$ cat src/rtl/dice_result_decoder.sv
// Purpose : watch the dice button/throw lines, capture the settled face, drive a 7-pip LED pattern and keep roll/double stats.
// Latency : result/result_valid update SETTLE_CYCLES+1 cycles after the first cycle a stable value is sampled on button release.
// Backpressure: none; result_valid is a one-cycle pulse and the consumer must take it when it appears.
//
// Ports:
//   clk, rst      - clock and synchronous active-high reset
//   button        - 1 while the dice is rolling
//   throw         - current dice value, legal 1..6
//   result        - last captured legal face, with a one-cycle result_valid pulse on update
//   pips          - LED pattern (bit0 C, bit1 TL, bit2 TR, bit3 ML, bit4 MR, bit5 BL, bit6 BR), blinks while rolling
//   rolling       - high while rolling or waiting for the value to settle
//   error         - sticky, set when 0 or 7 settles
//   roll_count    - legal captures, saturating
//   double_count  - legal captures equal to the previous legal capture, saturating
module dice_result_decoder #(
    parameter int SETTLE_CYCLES = 4,
    parameter int BLINK_W       = 8,
    parameter int CNT_W         = 8
) (
    input  logic             clk,
    input  logic             rst,
    input  logic             button,
    input  logic [2:0]       throw,
    output logic [2:0]       result,
    output logic             result_valid,
    output logic [6:0]       pips,
    output logic             rolling,
    output logic             error,
    output logic [CNT_W-1:0] roll_count,
    output logic [CNT_W-1:0] double_count
);

    typedef enum logic [1:0] {
        IDLE    = 2'd0,
        ROLLING = 2'd1,
        SETTLE  = 2'd2,
        DONE    = 2'd3
    } state_t;

    localparam logic [7:0] SETTLE_N = 8'(SETTLE_CYCLES);

    state_t             state, state_d;
    logic [2:0]         sample, sample_d;
    logic [7:0]         settle_cnt, settle_cnt_d;
    logic [BLINK_W-1:0] blink;
    logic               have_prev, have_prev_d;

    logic [2:0]         result_d;
    logic               result_valid_d;
    logic [6:0]         pips_d;
    logic               rolling_d;
    logic               error_d;
    logic [CNT_W-1:0]   roll_count_d;
    logic [CNT_W-1:0]   double_count_d;
    logic               sample_legal;

    function automatic logic [6:0] pat(input logic [2:0] v);
        case (v)
            3'd1:    pat = 7'b0000001;
            3'd2:    pat = 7'b1000010;
            3'd3:    pat = 7'b1000011;
            3'd4:    pat = 7'b1100110;
            3'd5:    pat = 7'b1100111;
            3'd6:    pat = 7'b1111110;
            default: pat = 7'b0000000;
        endcase
    endfunction

    assign sample_legal = (sample != 3'd0) && (sample != 3'd7);

    always_comb begin
        state_d        = state;
        sample_d       = sample;
        settle_cnt_d   = settle_cnt;
        have_prev_d    = have_prev;
        result_d       = result;
        result_valid_d = 1'b0;
        error_d        = error;
        roll_count_d   = roll_count;
        double_count_d = double_count;

        case (state)
            IDLE: begin
                if (button) begin
                    state_d = ROLLING;
                end
            end
            ROLLING: begin
                if (!button) begin
                    state_d      = SETTLE;
                    sample_d     = throw;
                    settle_cnt_d = 8'd1;
                end
            end
            SETTLE: begin
                // A press always wins, even on the cycle the count would complete.
                if (button) begin
                    state_d = ROLLING;
                end else if (throw != sample) begin
                    sample_d     = throw;
                    settle_cnt_d = 8'd1;
                end else if (settle_cnt == SETTLE_N) begin
                    state_d = DONE;
                end else begin
                    settle_cnt_d = settle_cnt + 8'd1;
                end
            end
            DONE: begin
                state_d = IDLE;
                if (sample_legal) begin
                    result_d       = sample;
                    result_valid_d = 1'b1;
                    if (roll_count != '1) begin
                        roll_count_d = roll_count + CNT_W'(1);
                    end
                    // Compare against the face held before this capture.
                    if (have_prev && (sample == result) && (double_count != '1)) begin
                        double_count_d = double_count + CNT_W'(1);
                    end
                    have_prev_d = 1'b1;
                end else begin
                    error_d = 1'b1;
                end
            end
            default: begin
                state_d = IDLE;
            end
        endcase

        rolling_d = (state_d == ROLLING) || (state_d == SETTLE);

        // Outputs are registered, so they are derived from the state being entered.
        // DONE still shows the old face; the new face appears on entering IDLE.
        case (state_d)
            IDLE:    pips_d = pat(result_d);
            DONE:    pips_d = pat(result);
            default: pips_d = blink[BLINK_W-1] ? 7'b0000000 : pat(throw);
        endcase
    end

    always_ff @(posedge clk) begin
        if (rst) begin
            state        <= IDLE;
            sample       <= 3'd0;
            settle_cnt   <= 8'd0;
            blink        <= '0;
            have_prev    <= 1'b0;
            result       <= 3'd0;
            result_valid <= 1'b0;
            pips         <= 7'b0000000;
            rolling      <= 1'b0;
            error        <= 1'b0;
            roll_count   <= '0;
            double_count <= '0;
        end else begin
            state        <= state_d;
            sample       <= sample_d;
            settle_cnt   <= settle_cnt_d;
            blink        <= blink + BLINK_W'(1);
            have_prev    <= have_prev_d;
            result       <= result_d;
            result_valid <= result_valid_d;
            pips         <= pips_d;
            rolling      <= rolling_d;
            error        <= error_d;
            roll_count   <= roll_count_d;
            double_count <= double_count_d;
        end
    end

endmodule

$ cat config.mk
export PLATFORM = sky130hd
export DESIGN_NAME = dice_result_decoder
export DESIGN_NICKNAME = d
export VERILOG_FILES = /design/src/rtl/dice_result_decoder.sv
export SDC_FILE = /design/constraint.sdc
export NUM_CORES = 1
export LEC_CHECK = 0
export ABC_CLOCK_PERIOD_IN_PS = 6800
export CAP_MARGIN = 40
export CELL_PAD_IN_SITES_DETAIL_PLACEMENT = 1
export CELL_PAD_IN_SITES_GLOBAL_PLACEMENT = 1
export CORE_MARGIN = 2
export CORE_UTILIZATION = 44
export CTS_CLUSTER_DIAMETER = 200
export DETAILED_ROUTE_END_ITERATION = 8
export GPL_TIMING_DRIVEN = 0
export PLACE_DENSITY_LB_ADDON = 0.2
export REMOVE_ABC_BUFFERS = 1
export SLEW_MARGIN = 20
export SYNTH_ARGS = -nofsm -noshare
export SYNTH_HDL_FRONTEND = slang
export SYNTH_SLANG_ARGS = --single-unit
$ cat constraint.sdc
create_clock -name clk -period 6.8 [get_ports clk]
set_input_delay 1.36 -clock clk [delete_from_list [all_inputs] [get_ports clk]]
set_output_delay 1.36 -clock clk [all_outputs]
set_load 0.01 [all_outputs]
==> load_flow_metrics.sql <==
INSERT INTO impl_metrics (metric_group, metric, value, unit) VALUES
('timing', 'worst_clock_skew', '10.4', 'ps'),
('placement', 'post-dp-hpwl', '3980', 'µm'),
('detailed_routing', 'avgRoutedWirePerCell', '14.8', 'µm'),
('timing', 'hold_viol', '0', ''),
('synth', 'synth_area', '0.00247', 'mm²'),
('die', 'initial_core_util', '45.2', '%'),
('clock_tree', 'cts.sink_count', '48', ''),
('synth', 'sequential_area_share_after_synthesis', '38.9', '%'),
('global_route', 'most_used_layer_global_route', 'met2', ''),
('placement', 'area_after_dpl', '0.00283', 'mm²'),
('synth', 'postSynth.asyncResetShare', '0', '%'),
('die', 'fp.coreArea', '0.00547', 'mm²'),
('worst_setup_path', 'critical-path-slowest-cell', 'nor4b_1', ''),
('cells_and_area', 'multiInputGateArea', '0.00138', 'mm²'),
('clock_tree', 'post_cts_resize_count', '0', ''),
('flow_run', 'timing.max_cap.violations', '0', ''),
('die', 'core.rowCount', '27', ''),
('worst_setup_path', 'path_delay_family', 'simple AND/OR/NAND/NOR gates', ''),
('synth', 'synthFlopType', 'dfxtp_1', ''),
('synth', 'synth_largest_type_area_fraction', '38.9', '%'),
('cells_and_area', 'insertedDiodeCount', '0', ''),
('cells_and_area', 'mostFrequentLayoutCell', 'dfxtp_1', ''),
('timing', 'setup_viol', '0', ''),
('die', 'io_pins', '35', ''),
('global_route', 'first_global_vias', '2092', ''),
('detailed_routing', 'routed_wirelength', '5610', 'µm'),
('synth', 'avgSynthCellArea', '8.77', 'µm²'),
('timing', 'timing_max_transition_violations_final', '0', ''),
('outcome', 'result_of_the_run', 'finished, final reports clean', ''),
('synth', 'synth-edff-count', '0', ''),
('timing', 'fmaxAchievable', '234', 'MHz'),
('clock_tree', 'clk_pin_slew_worst_paths', '80', 'ps'),
('power_and_ir_drop', 'total_leakage_power', '1.03', 'nW'),
('detailed_routing', 'detailroute.via_count', '2091', ''),
('cells_and_area', 'sequential_cell_area', '961', 'µm²'),
('power_and_ir_drop', 'total_power_consumption_of_the_routed_design', '0.541', 'mW'),
('die', 'die_h', '79.0', 'µm'),
('die', 'design.die.area', '0.00623', 'mm²'),
('clock_tree', 'hold_buffers', '0', ''),
('timing', 'min_period_over_period', '62.9', '%'),
('global_route', 'grt_util_met3', '4.20', '%'),
('clock_tree', 'clk-insertion-delay-late', '300', 'ps'),
('detailed_routing', 'vias_per_cell', '5.50', ''),
('worst_setup_path', 'cp-end-kind', 'flip-flop', ''),
('global_route', 'number_of_antenna_violations_at_the_first_check_in_global_routing', '0', ''),
('global_route', 'grt_start_max_net_pins', '25', ''),
('cells_and_area', 'design_area', '0.00292', 'mm²'),
('synth', 'yosysTopAreaCell', 'dfxtp_1', ''),
('timing', 'worst_pin_slew', '768', 'ps'),
('detailed_routing', 'final_antenna_net_count', '0', ''),
('synth', 'ys_seq_elements', '48', ''),
('power_and_ir_drop', 'power_density', '185', 'mW/mm²'),
('cells_and_area', 'drive_above_1_share', '6.17', '%'),
('worst_setup_path', 'critical_path.max_stage_delay', '700', 'ps'),
('cells_and_area', 'syn_to_final_growth', '18.2', '%'),
('worst_setup_path', 'start_kind', 'primary input', ''),
('worst_setup_path', 'critical-path-top-cell-by-count', 'a21o_1', ''),
('cells_and_area', 'final_cell_mix', '48 x dfxtp_1, 43 x nor2_1, 33 x clkdlybuf4s50_1', ''),
('worst_setup_path', 'path_class', 'primary input to flip-flop', ''),
('timing', 'worst_slew_margin_rel', '48.1', '%'),
('worst_setup_path', 'timing.critical_path.buf_inv', '2', ''),
('global_route', 'grt_first_pass_wirelength', '9900', 'µm'),
('detailed_routing', 'drcViolationCount', '0', ''),
('global_route', 'overflow', '0', ''),
('clock_tree', 'ctsLongestPathBuffers', '2', ''),
('cells_and_area', 'final.fill_count', '667', ''),
('cells_and_area', 'design.final.nets', '321', ''),
('timing', 'rsz0062_at_grt', 'no', ''),
('global_route', 'globalRouteMet1Util', '25.4', '%'),
('placement', 'portBuffers', '34', ''),
('clock_tree', 'cts_made_buffers', '5', '');
-- flip-flops by register name, summed over array words and instances, names as in the netlist --
register      cells
blink             8
double_count      8
error             1
have_prev         1
pips              4
result            3
result_valid      1
roll_count        8
rolling           1
sample            3
settle_cnt        8
state             2
-- final timing paths --
kind / from / end / slack (ps) / cells past startpoint
max: throw[2] / pips[1]$_SDFF_PP0_ / 2520 / 12
min: blink[0]$_SDFF_PP0_ / blink[0]$_SDFF_PP0_ / 450 / 1
max reg2reg: sample[1]$_SDFFE_PP0P_ / pips[1]$_SDFF_PP0_ / 3370 / 11
min reg2reg: blink[0]$_SDFF_PP0_ / blink[0]$_SDFF_PP0_ / 450 / 1
-- power breakdown --
group / leakage (nW) / switching [mW] / total [mW] / internal (mW)
sequential: 0.389 / 0.0129 / 0.301 / 0.289
clock: 0.0473 / 0.0926 / 0.174 / 0.0812
combinational: 0.590 / 0.0326 / 0.0655 / 0.0329
-- cells by family after synthesis --
group / share of synthesized area, %
AO/OA/AOI/OAI: 14.6
XOR/XNOR: 9.92
adder cells (fa/ha/maj): 3.54
buffers and inverters: 5.16
flip-flops: 38.9
multiplexers: 2.48
AND/OR/NAND/NOR: 25.5
-- worst register-to-register path, delay by kind of cell (launching register included) --
kind / cells / cell delay [ps]
adders and majority gates: 1 / 240
buffers and inverters: 1 / 80
AOI/OAI and AO/OA: 4 / 840
and+or+nand+nor: 4 / 1260
xor gates and xnor gates: 1 / 190
DFF: 1 / 770
-- area by class of cell --
type | instances | area share (%)
clock inverter | 1 | 0.300
sequential | 48 | 32.9
multi-input combinational | 209 | 47.3
timing repair buffer | 35 | 12.4
clock buffer | 6 | 2.83
inverter | 9 | 1.16
tap | 72 | 3.08
-- stage by stage --
step	setup WS, ps	util, %	instances	hold slack [ps]
2_1_floorplan	3380	-	266	409
3_3_place_gp	2340	51.3	372	425
3_5_place_dp	2280	51.7	373	439
4_1_cts	2480	53.4	380	457
5_1_grt	2260	53.4	380	471
6_report	2520	53.4	380	449
-- cell usage after synthesis, drive strengths merged, types with 4 or more instances --
library cell and count:
clkbuf 4, and3 5, a21oi 15, inv 9
nand4 6, nand3 16, nor2 43, nand2 11
nand2b 4, o21ai 7, nor2b 6, nor3 5
dfxtp 48, ha 7, xnor2 15, buf 12
or3 4, mux2i 5, a211oi 5, xor2 10
-- routing by layer --
metal  vias up  part of all wire (%)
met3         6                   2.5
met4         0                   1.3
met1      1010                    47
met2        30                    49
li1       1045                     -
met5         -                     0
(Power assumes the default switching activity.)
